[src/rtl/video_stream_capture_pkg.sv]
// Shared video-timing constants and capture-path types, used by the capture
// block and the display controller so that both agree on frame geometry.
package video_stream_capture_pkg;

    localparam int VT_H_ACTIVE = 800;
    localparam int VT_V_ACTIVE = 600;
    localparam int VT_SYNC_POL = 1;

    localparam int PIX_W   = 24;
    localparam int ENTRY_W = PIX_W + 2;

    typedef enum logic [1:0] {
        ST_SEEK,
        ST_STREAM,
        ST_DROP
    } cap_state_t;

    // One buffered pixel: data plus its frame/line markers.
    typedef struct packed {
        logic [PIX_W-1:0] data;
        logic             sof;
        logic             eol;
    } pix_entry_t;

    // True when a sync line has just moved into its asserted level.
    function automatic logic sync_rise(input logic cur, input logic prev, input logic pol);
        return (cur == pol) && (prev != pol);
    endfunction

endpackage

[src/rtl/video_stream_capture_buf.sv]
// capture_buf: first-word-fall-through FIFO; the head entry is visible on
// rd_data whenever empty is low, and fullness comes from the stored count.
module capture_buf #(
    parameter int WIDTH    = 26,
    parameter int LOGDEPTH = 2
) (
    input  logic             clk,
    input  logic             rst,
    input  logic             wr_en,
    input  logic [WIDTH-1:0] wr_data,
    input  logic             rd_en,
    output logic [WIDTH-1:0] rd_data,
    output logic             full,
    output logic             empty
);
    localparam int DEPTH = 1 << LOGDEPTH;

    logic [WIDTH-1:0]    mem [DEPTH];
    logic [LOGDEPTH-1:0] wr_ptr;
    logic [LOGDEPTH-1:0] rd_ptr;
    logic [LOGDEPTH:0]   count;
    logic                do_wr;
    logic                do_rd;

    assign full    = (count == (LOGDEPTH + 1)'(DEPTH));
    assign empty   = (count == '0);
    assign do_wr   = wr_en && !full;
    assign do_rd   = rd_en && !empty;
    assign rd_data = mem[rd_ptr];

    // NOTE: storage has no reset; an entry is only ever read after it was written.
    always_ff @(posedge clk) begin
        if (do_wr) begin
            mem[wr_ptr] <= wr_data;
        end
    end

    // NOTE: sequential state uses non-blocking assignment so every register
    // samples pre-edge values regardless of process ordering.
    always_ff @(posedge clk) begin
        if (rst) begin
            wr_ptr <= '0;
            rd_ptr <= '0;
            count  <= '0;
        end else begin
            if (do_wr) wr_ptr <= wr_ptr + 1'b1;
            if (do_rd) rd_ptr <= rd_ptr + 1'b1;
            case ({do_wr, do_rd})
                2'b10:   count <= count + 1'b1;
                2'b01:   count <= count - 1'b1;
                default: count <= count;
            endcase
        end
    end

endmodule

[src/rtl/video_stream_capture.sv]
// Captures active video into a ready/valid pixel stream, tagging frame and
// line boundaries and flagging overflow and frame-geometry errors.
module video_stream_capture
    import video_stream_capture_pkg::*;
#(
    parameter int H_ACTIVE     = VT_H_ACTIVE,
    parameter int V_ACTIVE     = VT_V_ACTIVE,
    parameter int SYNC_POL     = VT_SYNC_POL,
    parameter int BUF_LOGDEPTH = 2
) (
    input  logic             pixel_clk,
    input  logic             rst,
    input  logic [PIX_W-1:0] video_in_pData,
    input  logic             video_in_pHSync,
    input  logic             video_in_pVSync,
    input  logic             video_in_pVDE,
    output logic [PIX_W-1:0] pixel_stream_dout,
    output logic             pixel_stream_dout_sof,
    output logic             pixel_stream_dout_eol,
    output logic             pixel_stream_dout_valid,
    input  logic             pixel_stream_dout_ready,
    output logic             locked,
    output logic             overflow,
    output logic             frame_err
);
    localparam int            XW     = (H_ACTIVE > 1) ? $clog2(H_ACTIVE) : 1;
    localparam int            YW     = $clog2(V_ACTIVE + 2);
    localparam logic [XW-1:0] X_LAST = XW'(H_ACTIVE - 1);
    localparam logic [YW-1:0] Y_END  = YW'(V_ACTIVE);
    localparam logic [YW-1:0] Y_SAT  = YW'(V_ACTIVE + 1);
    localparam logic          POL    = (SYNC_POL != 0);

    logic [PIX_W-1:0] data_q;
    logic             hsync_unused_q;
    logic             vsync_q;
    logic             de_q;
    logic             vsync_p;
    logic             de_p;

    cap_state_t       state;
    cap_state_t       state_nx;
    logic [XW-1:0]    x;
    logic [YW-1:0]    y;
    logic [XW-1:0]    x_base;
    logic [YW-1:0]    y_base;
    logic             vs_edge;
    logic             de_fall;
    logic             push;
    logic             ovf_set;
    logic             ferr_set;
    logic             overflow_q;
    logic             frame_err_q;

    pix_entry_t       wr_entry;
    pix_entry_t       rd_entry;
    logic             buf_full;
    logic             buf_empty;
    logic             out_valid;

    // Single input stage; decisions below only ever see registered video.
    always_ff @(posedge pixel_clk) begin
        if (rst) begin
            data_q         <= '0;
            hsync_unused_q <= 1'b0;
            vsync_q        <= 1'b0;
            de_q           <= 1'b0;
            vsync_p        <= 1'b0;
            de_p           <= 1'b0;
        end else begin
            data_q         <= video_in_pData;
            hsync_unused_q <= video_in_pHSync;
            vsync_q        <= video_in_pVSync;
            de_q           <= video_in_pVDE;
            vsync_p        <= vsync_q;
            de_p           <= de_q;
        end
    end

    assign vs_edge = sync_rise(vsync_q, vsync_p, POL);
    assign de_fall = !de_q && de_p;

    always_ff @(posedge pixel_clk) begin
        if (rst) state <= ST_SEEK;
        else     state <= state_nx;
    end

    // NOTE: every output of this block gets a default first, so no path can
    // leave a value unassigned and infer a latch.
    always_comb begin
        state_nx = state;
        push     = 1'b0;
        ovf_set  = 1'b0;
        unique case (state)
            ST_SEEK, ST_DROP: begin
                if (vs_edge) state_nx = ST_STREAM;
            end
            ST_STREAM: begin
                if (de_q) begin
                    if (buf_full) begin
                        state_nx = ST_DROP;
                        ovf_set  = 1'b1;
                    end else begin
                        push = 1'b1;
                    end
                end
            end
            default: state_nx = ST_SEEK;
        endcase
    end

    // Position of the pixel being considered this cycle: a VSync edge starts
    // a new frame, and a line cut short restarts the column count.
    always_comb begin
        x_base   = x;
        y_base   = y;
        ferr_set = 1'b0;
        if (state == ST_STREAM) begin
            if (vs_edge && (y != Y_END)) ferr_set = 1'b1;
            if (de_fall && (x != '0)) begin
                ferr_set = 1'b1;
                x_base   = '0;
            end
        end
        if (vs_edge) begin
            x_base = '0;
            y_base = '0;
        end
    end

    always_ff @(posedge pixel_clk) begin
        if (rst) begin
            x <= '0;
            y <= '0;
        end else begin
            x <= x_base;
            y <= y_base;
            if (push) begin
                if (x_base == X_LAST) begin
                    x <= '0;
                    if (y_base != Y_SAT) y <= y_base + 1'b1;
                end else begin
                    x <= x_base + 1'b1;
                end
            end
        end
    end

    always_ff @(posedge pixel_clk) begin
        if (rst) begin
            overflow_q  <= 1'b0;
            frame_err_q <= 1'b0;
        end else begin
            overflow_q  <= overflow_q | ovf_set;
            frame_err_q <= frame_err_q | ferr_set;
        end
    end

    assign wr_entry.data = data_q;
    assign wr_entry.sof  = (x_base == '0) && (y_base == '0);
    assign wr_entry.eol  = (x_base == X_LAST);

    capture_buf #(
        .WIDTH    (ENTRY_W),
        .LOGDEPTH (BUF_LOGDEPTH)
    ) u_buf (
        .clk     (pixel_clk),
        .rst     (rst),
        .wr_en   (push),
        .wr_data (wr_entry),
        .rd_en   (out_valid && pixel_stream_dout_ready),
        .rd_data (rd_entry),
        .full    (buf_full),
        .empty   (buf_empty)
    );

    // Outputs are forced to zero whenever nothing is being offered.
    assign out_valid               = !buf_empty;
    assign pixel_stream_dout_valid = out_valid;
    assign pixel_stream_dout       = out_valid ? rd_entry.data : '0;
    assign pixel_stream_dout_sof   = out_valid && rd_entry.sof;
    assign pixel_stream_dout_eol   = out_valid && rd_entry.eol;
    assign locked                  = (state == ST_STREAM);
    assign overflow                = overflow_q;
    assign frame_err               = frame_err_q;

endmodule

[config.mk]
export PLATFORM = sky130hd
export DESIGN_NAME = video_stream_capture
export DESIGN_NICKNAME = d
export VERILOG_FILES = /design/src/rtl/video_stream_capture_pkg.sv /design/src/rtl/video_stream_capture_buf.sv /design/src/rtl/video_stream_capture.sv
export SDC_FILE = /design/constraint.sdc
export NUM_CORES = 1
export LEC_CHECK = 0
export CORE_UTILIZATION = 55
export CTS_BUF_LIST = sky130_fd_sc_hd__clkbuf_16
export DETAILED_ROUTE_END_ITERATION = 8
export GPL_TIMING_DRIVEN = 0
export HOLD_SLACK_MARGIN = 0.1
export PLACE_DENSITY = 0.8
export SYNTH_ARGS = -nofsm -noshare
export SYNTH_HDL_FRONTEND = slang
export SYNTH_SLANG_ARGS = --single-unit
[constraint.sdc]
create_clock -name pixel_clk -period 2.8 [get_ports pixel_clk]
set_input_delay 0.56 -clock pixel_clk [delete_from_list [all_inputs] [get_ports pixel_clk]]
set_output_delay 0.56 -clock pixel_clk [all_outputs]
set_load 0.02 [all_outputs]
==> results of run 1 <==
==> stage by stage <==
step / hold slack (ps) / utilization (%) / setup TNS [ps]
finish: 451 / 68.3 / 0
global route: 485 / 68.3 / 0
CTS: 455 / 68.0 / 0
detailed placement: 446 / 63.2 / -1060
global placement: 444 / 63.2 / -1420
floorplan: 438 / - / 0
==> metal layers <==
metal / share of wire (%) / track usage [%]
met1: 42 / 24.9
met5: 0 / 0
met2: 53 / 37.1
met4: 1.5 / 6.93
met3: 3.7 / 6.40
==> logic make-up after synthesis <==
kind of cell | Yosys count | share of synthesized area (%)
and+or+nand+nor | 172 | 15.4
DFF | 165 | 66.8
buffers and inverters | 29 | 1.81
muxes | 29 | 9.49
xor gates and xnor gates | 20 | 2.69
AOI/OAI and AO/OA | 18 | 1.60
adders and majority gates | 11 | 2.23
==> state kept, by name, summed over array words and instances, names as in the netlist, 2 cells and up, named ones only <==
register and cells:
data_q 24, u_buf.mem 104, x 10, u_buf.rd_ptr 2, u_buf.wr_ptr 2, state 2, u_buf.count 3, y 10
==> synth_stat cells, drive strengths merged (10+ instances only) <==
cell / number
edfxtp: 104
nor2b: 29
xnor2: 10
mux4: 26
inv: 11
nor2: 29
xor2: 10
and2: 33
ha: 10
nand2: 27
dfxtp: 61
clkbuf: 14
a21oi: 11
==> what timing repair did <==
| action | 4_1_cts | 5_1_grt |
|---|---|---|
| gates resized for setup | 36 | 6 |
| setup buffers | 0 | 1 |
| setup endpoints to repair | 28 | 5 |
| hold buffers | 0 | 0 |
| gates cloned | 0 | 0 |
==> power breakdown <==
| part | leakage, nW | total (W) | switching [W] | internal [W] |
|---|---|---|---|---|
| clock network | 0.263 | 0.00211 | 0.000903 | 0.00121 |
| logic | 1.09 | 0.000369 | 0.000183 | 0.000185 |
| registers | 1.45 | 0.00265 | 0.0000291 | 0.00262 |
==> cell type report <==
type / instances / area, µm² / area share, %
tap: 143 / 179 / 2.29
clock inverter: 14 / 110 / 1.41
sequential: 165 / 4350 / 55.5
clock buffer: 17 / 425 / 5.43
multi-input combinational: 250 / 2070 / 26.4
timing repair buffer: 58 / 556 / 7.09
inverter: 11 / 41.3 / 0.527
buffer: 16 / 106 / 1.36
==> worst register-to-register path: cells and delay by family, from the launching register on <==
| family | cells | cell delay [ps] |
|---|---|---|
| and+or+nand+nor | 3 | 910 |
| adders and majority gates | 2 | 600 |
| buffers and inverters | 3 | 390 |
| DFF | 1 | 360 |
| xor gates and xnor gates | 1 | 160 |
| AOI/OAI and AO/OA | 1 | 140 |
==> worst max path at each step <==
stage	from	to	slack (ps)	depth (start not counted)
finish	flop	pixel_stream_dout[23]	80	4
global route	flop	pixel_stream_dout[3]	1	5
CTS	flop	pixel_stream_dout_sof	40	4
detailed placement	flop	pixel_stream_dout[3]	-80	5
global placement	de_q	y[4]	-140	10
floorplan	u_buf.count[0]	u_buf.count[2]	420	10
==> results.yml, run 1 <==
logic_synthesis:
  synth_edf_count: 104
  syn_area_um2: 6500
  synth_top_area_cell: "edfxtp_1"
  synth-warning-count: 0
  ys.flop_type: "edfxtp_1"
  syn_nets: 485
  async_flop_share_pct: 0
  synth_top_area_share_pct: 48.0
  synthTopCellsByArea: "edfxtp_1 (48%), dfxtp_1 (19%), mux4_2 (9.0%)"
  ys_seq_area_share_pct: 66.8
  synth_seq_cells: 165
  postSynthAreaPerCell_um2: 14.6
  synth.distinct_cells: 49
  synth_cells: 444
min_path:
  whs_endpoint: "overflow"
  hp-class: "flop to flop"
  worstHoldPathCells: 2
  worstHoldStart: "overflow"
clock_tree:
  cts_made_buffers: 17
  htree_levels: 4
  clockBufferDepth: 2
  clk_latency_ps: 420
  clkTransAtPathRegs_ps: 60
  clockRootBuffer: "clkbuf_16"
  cts_tree: "done"
  clock-sinks: 165
drt:
  drt_pre_antenna_iters: 4
  drt_iter0_drc: 160
  vias: 3793
  postRouteAntennaNets: 0
  routed_via_density: 5.63
  drc: 0
  wl_um: 11800
  wire_per_inst_um: 17.6
sta:
  drv_slew: 0
  max_freq_mhz: 368
  setup_viol: 0
  relSlewSlack_pct: 51.9
  tightest_slew_ps: 721
  clock_skew_ps: 7.62
  period_share_pct: 97.2
  hold_violations: 0
  min_period_ps: 2720
  finalWorstSetupSlack_ps: 79.4
  grt_setup_unrepaired: "no"
placed_design:
  dp_cells: 644
  gp_congestion: 0.862
  hpwlAfterDp_um: 7690
  place_area_um2: 7250
  dp_slack_ps: -84.8
  io_buffers: 57
setup_path:
  rrSetupSlack_ps: 160
  crit_path_cell_trace: "buf_4, mux4_2, and2_1, clkdlybuf4s50_1"
  cp.required_ps: 2240
  crit_type: "flop to output port"
  crit_buf_inv: 2
  reg2reg_from: "u_buf.count[0]"
  slowest_stage: "clkdlybuf4s50_1"
  path_max_fanout: 8
  r2r_cells: 10
  cp_top_family: "buffers and inverters"
  crit_path_start_kind: "flop"
  rr_endpoint: "u_buf.count[2]"
  arrival_ps: 2160
  slowest_delay_ps: 540
  cp-end-kind: "output port"
finish:
  mostFrequentLayoutCells: "edfxtp_1 (104), dfxtp_1 (60), clkdlybuf4s50_1 (36), and2_1 (29), nor2b_1 (29)"
  drive_gt1_share_pct: 15.6
  final_cell_area_um2: 7830
  synthToLayoutAreaGrowth_pct: 20.4
  layout_commonest_cell: "edfxtp_1"
  antenna_cells: 0
  nets: 560
  n_fill_cell: 785
  fin_cells: 674
global_routing:
  antenna_found_initial: 0
  grt_overflow_total: 0
  grt_max_degree: 27
  grt_pass1_vias: 3935
  grt_util_all_layers_pct: 21.2
  grt_pass1_wl_um: 19600
die:
  core_area_um2: 11500
  fp.dieW_um: 111
  initial_core_util_pct: 56.7
  rows: 39
  ioPinCount: 60
  die_h_um: 111
  die_area_um2: 12300
run_status:
  status: "completed"
pwr:
  peakVddDrop_v: 0.000549
  design_power_total_w: 0.00513
  powerDensity_nw_per_um2: 655
  leakage_nw: 2.81
flow_run:
  drv_cap: 0
Power figures use the tool's default switching activity.
==> run 2, diff against run 1 <==
Settings changed: HOLD_SLACK_MARGIN 0.1 to 0.06, SLEW_MARGIN set to 30.
==> results of run 2 <==
Final layout, timing and power as in run 1 (identical DEF).
==> edit 1: new RTL, config.mk and constraints of run 1 <==
Re-encode `cap_state_t` (3 states) as one-hot, 3 bits wide.
--- a/src/rtl/video_stream_capture_pkg.sv
+++ b/src/rtl/video_stream_capture_pkg.sv
@@ -11,6 +11,6 @@
 
-    typedef enum logic [1:0] {
-        ST_SEEK,
-        ST_STREAM,
-        ST_DROP
+    typedef enum logic [2:0] {
+        ST_SEEK   = 3'b001,
+        ST_STREAM = 3'b010,
+        ST_DROP   = 3'b100
     } cap_state_t;
Behaviour: no difference found for any inputs over 4 cycles, from zero or initial values and one cycle with rst high; so few cycles prove little.
==> edit 1 against run 1 <==
  * The run now ends with DRC left
  * Hold slack better by 26 ps
  * Synthesized area up 0.63%
  * Critical path type unchanged
  * Design area up 2.5%
  * Sequential cell count up 1
  * Die area up 0.62%
  * Cell count up 2.2%
  * Routed wire length up 11%
  * Setup slack worse by 20 ps
Power is not compared: it rests on default switching activity, and its combinational part moved more than twofold at a synthesized area within 25%.
==> edit 1: results (changes against run 1) <==
| Quantity | This run | Unit | Change |
|:---|:---|:---|:---|
| Total Routing Usage GR | 22.9 | % | was 21.2% |
| Area after detailed placement | 0.00730 | mm² | was 0.00725 mm² |
| Vias in the first global route | 4083 | - | was 3935 |
| Transition at the pin with the smallest max-transition slack | 799 | ps | was 721 ps |
| Area occupied by registers | 0.00437 | mm² | was 0.00435 mm² |
| Synth top cells by count | 104 x sky130_fd_sc_hd__edfxtp_1, 62 x sky130_fd_sc_hd__dfxtp_1, 32 x sky130_fd_sc_hd__and2_1 | - | was 104 x sky130_fd_sc_hd__edfxtp_1, 61 x sky130_fd_sc_hd__dfxtp_1, 29 x sky130_fd_sc_hd__and2_1, 29 x sky130_fd_sc_hd__nor2_1, 29 x sky130_fd_sc_hd__nor2b_1 |
| Filler cell count | 749 | - | was 785 |
| First-pass DRT Iterations | 6 | - | was 4 |
| Final layout net count | 574 | - | was 560 |
| Count of placed standard cells including taps | 655 | - | was 644 |
| Outcome | complete, but fails checks | - | was complete, no violations |
| Number of distinct library cell variants in the gate-level netlist after synthesis | 43 | - | was 49 |
| Launch point of the worst hold path | data_q[2]$_SDFF_PP0_ | - | was overflow$_SDFF_PP0_ |
| Synthesized-area fraction occupied by ao, oa, aoi and oai cells | 2.66 | % | was 1.60% |
| Failing checks | DRC | - |  |
| Mux share of post-synthesis cell area | 9.10 | % | was 9.49% |
| R2R setup slack | 130 | ps | was 160 ps |
| Register area share after synthesis | 66.7 | % | was 66.8% |
| Number of stages on the worst hold path | 0 | - | was 2 |
| Adder-Cell Fraction of Synth Area | 2.22 | % | was 2.23% |
| Post-synthesis xor/xnor area fraction | 2.28 | % | was 2.69% |
| First-pass GRT wire length | 21200 | µm | was 19600 µm |
| Fin worst setup slack | 59.6 | ps | was 79.4 ps |
| Biggest area contributors in the synthesized netlist | sky130_fd_sc_hd__edfxtp_1 48%, sky130_fd_sc_hd__dfxtp_1 19%, sky130_fd_sc_hd__mux4_2 8.9% | - | was sky130_fd_sc_hd__edfxtp_1 48%, sky130_fd_sc_hd__dfxtp_1 19%, sky130_fd_sc_hd__mux4_2 9.0% |
| Fin Clk Skew | 8.03 | ps | was 7.62 ps |
| # DRC | 12 | - | was 0 |
==> edit 1: cell types whose count changed after synthesis, moves of 4 or more <==
cell and change:
sky130_fd_sc_hd__buf_1 +4, sky130_fd_sc_hd__and2_2 -4, sky130_fd_sc_hd__nand3_1 +8, sky130_fd_sc_hd__or3_1 +4, sky130_fd_sc_hd__nor2_1 -9, sky130_fd_sc_hd__nor4b_1 +4, sky130_fd_sc_hd__nor3_1 +6, sky130_fd_sc_hd__nand2_1 -7
sky130_fd_sc_hd__buf_2 -4
==> edit 1: worst max path at each step <==
stage,to,start
floorplan,pixel_stream_dout[10],flop
global placement,pixel_stream_dout[13],flop
detailed placement,pixel_stream_dout[3],flop
CTS,pixel_stream_dout[16],flop
global route,u_buf.count[2]$_SDFFE_PP0P_,u_buf.count[0]$_SDFFE_PP0P_
finish,pixel_stream_dout[1],flop
==> edit 1: area by class of cell <==
cell class / instances / share of cell area, %
plain buffers: 17 / 1.39
clock buffers: 17 / 5.30
clock inverters: 15 / 2.01
inverters: 12 / 0.592
multi-input cells: 255 / 25.9
flip-flops and latches: 166 / 54.4
well taps: 143 / 2.23
repair buffers: 64 / 8.18
==> edit 1: per-layer routing <==
metal / wire (µm) / vias to the layer above / track usage, %
met5: 0 / - / 0
met4: 302 / 0 / 8.83
met3: 895 / 28 / 6.29
met2: 6610 / 154 / 39.6
met1: 5340 / 1934 / 27.4
li1: - / 1833 / -
==> edit 1: what timing repair did <==
action                                 in CTS  in global routing
setup endpoints to repair                 136                 21
endpoints found under the hold margin       0                  0
resized for setup                          37                 22
setup buffers                               3                  3
pin swaps                                   0                  0
==> edit 1: power by group through the flow <==
stage / Clock [mW] / Combinational, mW / Sequential, mW
floorplan: 0 / 0.0474 / 2.68
global placement: 0 / 0.107 / 2.68
detailed placement: 0 / 0.108 / 2.69
CTS: 2.33 / 0.112 / 2.64
global route: 2.43 / 0.124 / 2.64
finish: 2.30 / 0.115 / 2.64
==> edit 1: logic make-up (layout without fill, tap and decap cells) <==
logic type	after synthesis	after routing
adder cells (fa/ha/maj)	11	11
flip-flops	166	166
AND/OR/NAND/NOR	171	171
buffers and inverters	33	125
AO/OA/AOI/OAI	29	29
multiplexers	27	27
XOR/XNOR	17	17
==> edit 2: new RTL, config.mk and constraints of run 1 <==
Made on the original files. The parameter `BUF_LOGDEPTH` goes from 2 to 1.
--- a/src/rtl/video_stream_capture.sv
+++ b/src/rtl/video_stream_capture.sv
@@ -8,3 +8,3 @@
     parameter int SYNC_POL     = VT_SYNC_POL,
-    parameter int BUF_LOGDEPTH = 2
+    parameter int BUF_LOGDEPTH = 1
 ) (
Check against the original RTL: not equivalent (a bounded check fails within 10 cycles, from zero or initial values and one cycle with rst high).
==> edit 2 against run 1 <==
  * Synthesized area shrank 33%
  * Total power decreased by 36%
  * Routed wire length down 28%
  * Setup slack gained 9.0 ps
  * Critical path depth unchanged
  * Clock power down 40%
  * Sequential cell count fell by 56
  * Cell count decreased by 18%
  * Clock skew is essentially flat
  * Design area is 31% lower
  * Sequential power decreased by 35%
  * Count of clock-buffer cells in the layout down 8
  * Critical endpoint is now pixel_stream_dout[9]
  * Largest cell class unchanged
  * Largest power group unchanged
==> edit 2: results (changes against run 1) <==
| Quantity | This run | Unit | Change |
|:---|:---|:---|:---|
| Synth top cells by count | 57 x sky130_fd_sc_hd__dfxtp_1, 52 x sky130_fd_sc_hd__edfxtp_1, 52 x sky130_fd_sc_hd__nor2_1 | - | was 104 x sky130_fd_sc_hd__edfxtp_1, 61 x sky130_fd_sc_hd__dfxtp_1, 29 x sky130_fd_sc_hd__and2_1, 29 x sky130_fd_sc_hd__nor2_1, 29 x sky130_fd_sc_hd__nor2b_1 |
| Mux share of post-synthesis cell area | 6.16 | % | was 9.49% |
| Final hold slack | 423 | ps | was 451 ps |
| Count of flip-flops with a built-in enable after synthesis | 52 | - | was 104 |
| Count of placed standard cells including taps | 536 | - | was 644 |
| Global routing usage on met1 | 26.0 | % | was 24.9% |
| Number of buffer cells added on primary ports | 58 | - | was 57 |
| First DRT Iteration DRCs | 167 | - | was 160 |
| Leading registers by flop count | u_buf.mem x52, data_q x24 | - | was u_buf.mem x104, data_q x24 |
| Biggest area contributors in the synthesized netlist | sky130_fd_sc_hd__edfxtp_1 36%, sky130_fd_sc_hd__dfxtp_1 26%, sky130_fd_sc_hd__mux2i_1 6.2% | - | was sky130_fd_sc_hd__edfxtp_1 48%, sky130_fd_sc_hd__dfxtp_1 19%, sky130_fd_sc_hd__mux4_2 9.0% |
| Leakage power of the design | 1.89 | nW | was 2.81 nW |
| Filler cell count | 559 | - | was 785 |
| First-pass GRT wire length | 14100 | µm | was 19600 µm |
| Routing usage on met3 | 3.52 | % | was 6.40% |
| Outcome | complete, no violations | - | unchanged |
| Total Routing Usage GR | 21.9 | % | was 21.2% |
| CTS Buf Count | 9 | - | was 17 |
| Maximum vdd ir drop | 0.330 | mV | was 0.549 mV |
| CP Max Fanout | 10 | - | was 8 |
| Synthesized-area fraction occupied by ao, oa, aoi and oai cells | 3.97 | % | was 1.60% |
| Number of levels in the clock H-tree | 3 | - | was 4 |
| Total met3 wirelength after detailed routing | 380 | µm | was 443 µm |
| R2R setup slack | 310 | ps | was 160 ps |
| Post-cts resize count | 3 | - | was 36 |
| Wl on met1 | 3630 | µm | was 4940 µm |
| Slew HR | 19.1 | % | was 51.9% |
| Avg Vias per Cell | 5.39 | - | was 5.63 |
edit 2: cell types whose count changed in the layout (fill, tap and decap cells not counted), sizes merged, moves of 8 or more:
cell,run 1,this run
mux4,26,0
nand2,27,17
clkdlybuf4s50,36,58
dlygate4sd2,20,0
nor2,29,52
clkbuf,29,16
mux2i,2,27
edfxtp,104,52
xor2,10,2
and2,33,4
edit 2: worst max path at each step:
stage / depth (start not counted) / start / end / slack (ps)
after floorplan: 5 / state[1]$_SDFFE_PP0P_ / u_buf.mem[0][0]$_DFFE_PP_ / 290
after CTS: 4 / u_buf.count[0]$_SDFFE_PP0P_ / pixel_stream_dout[9] / 3
after global routing: 4 / u_buf.count[0]$_SDFFE_PP0P_ / pixel_stream_dout[19] / -60
after detailed placement: 5 / flop / pixel_stream_dout[3] / 140
final: 4 / u_buf.count[1]$_SDFFE_PP0P_ / pixel_stream_dout[9] / 90
after global placement: 5 / u_buf.count[0]$_SDFFE_PP0P_ / u_buf.mem[0][9]$_DFFE_PP_ / -330
edit 2: cell type report:
class / count / area [µm²] / share of cell area [%]
Sequential cell: 109 / 2700 / 49.9
Multi-Input combinational cell: 240 / 1580 / 29.1
Timing Repair Buffer: 59 / 596 / 11.0
Tap cell: 102 / 128 / 2.36
Clock buffer: 9 / 225 / 4.16
Clock inverter: 7 / 76.3 / 1.41
Buffer: 15 / 70.1 / 1.29
Inverter: 11 / 43.8 / 0.808
edit 2: where the power goes:
part	switching, mW	internal (mW)	total [mW]	leakage (nW)
sequential	0.0197	1.70	1.72	0.947
clock	0.559	0.701	1.26	0.148
combinational	0.154	0.143	0.297	0.799
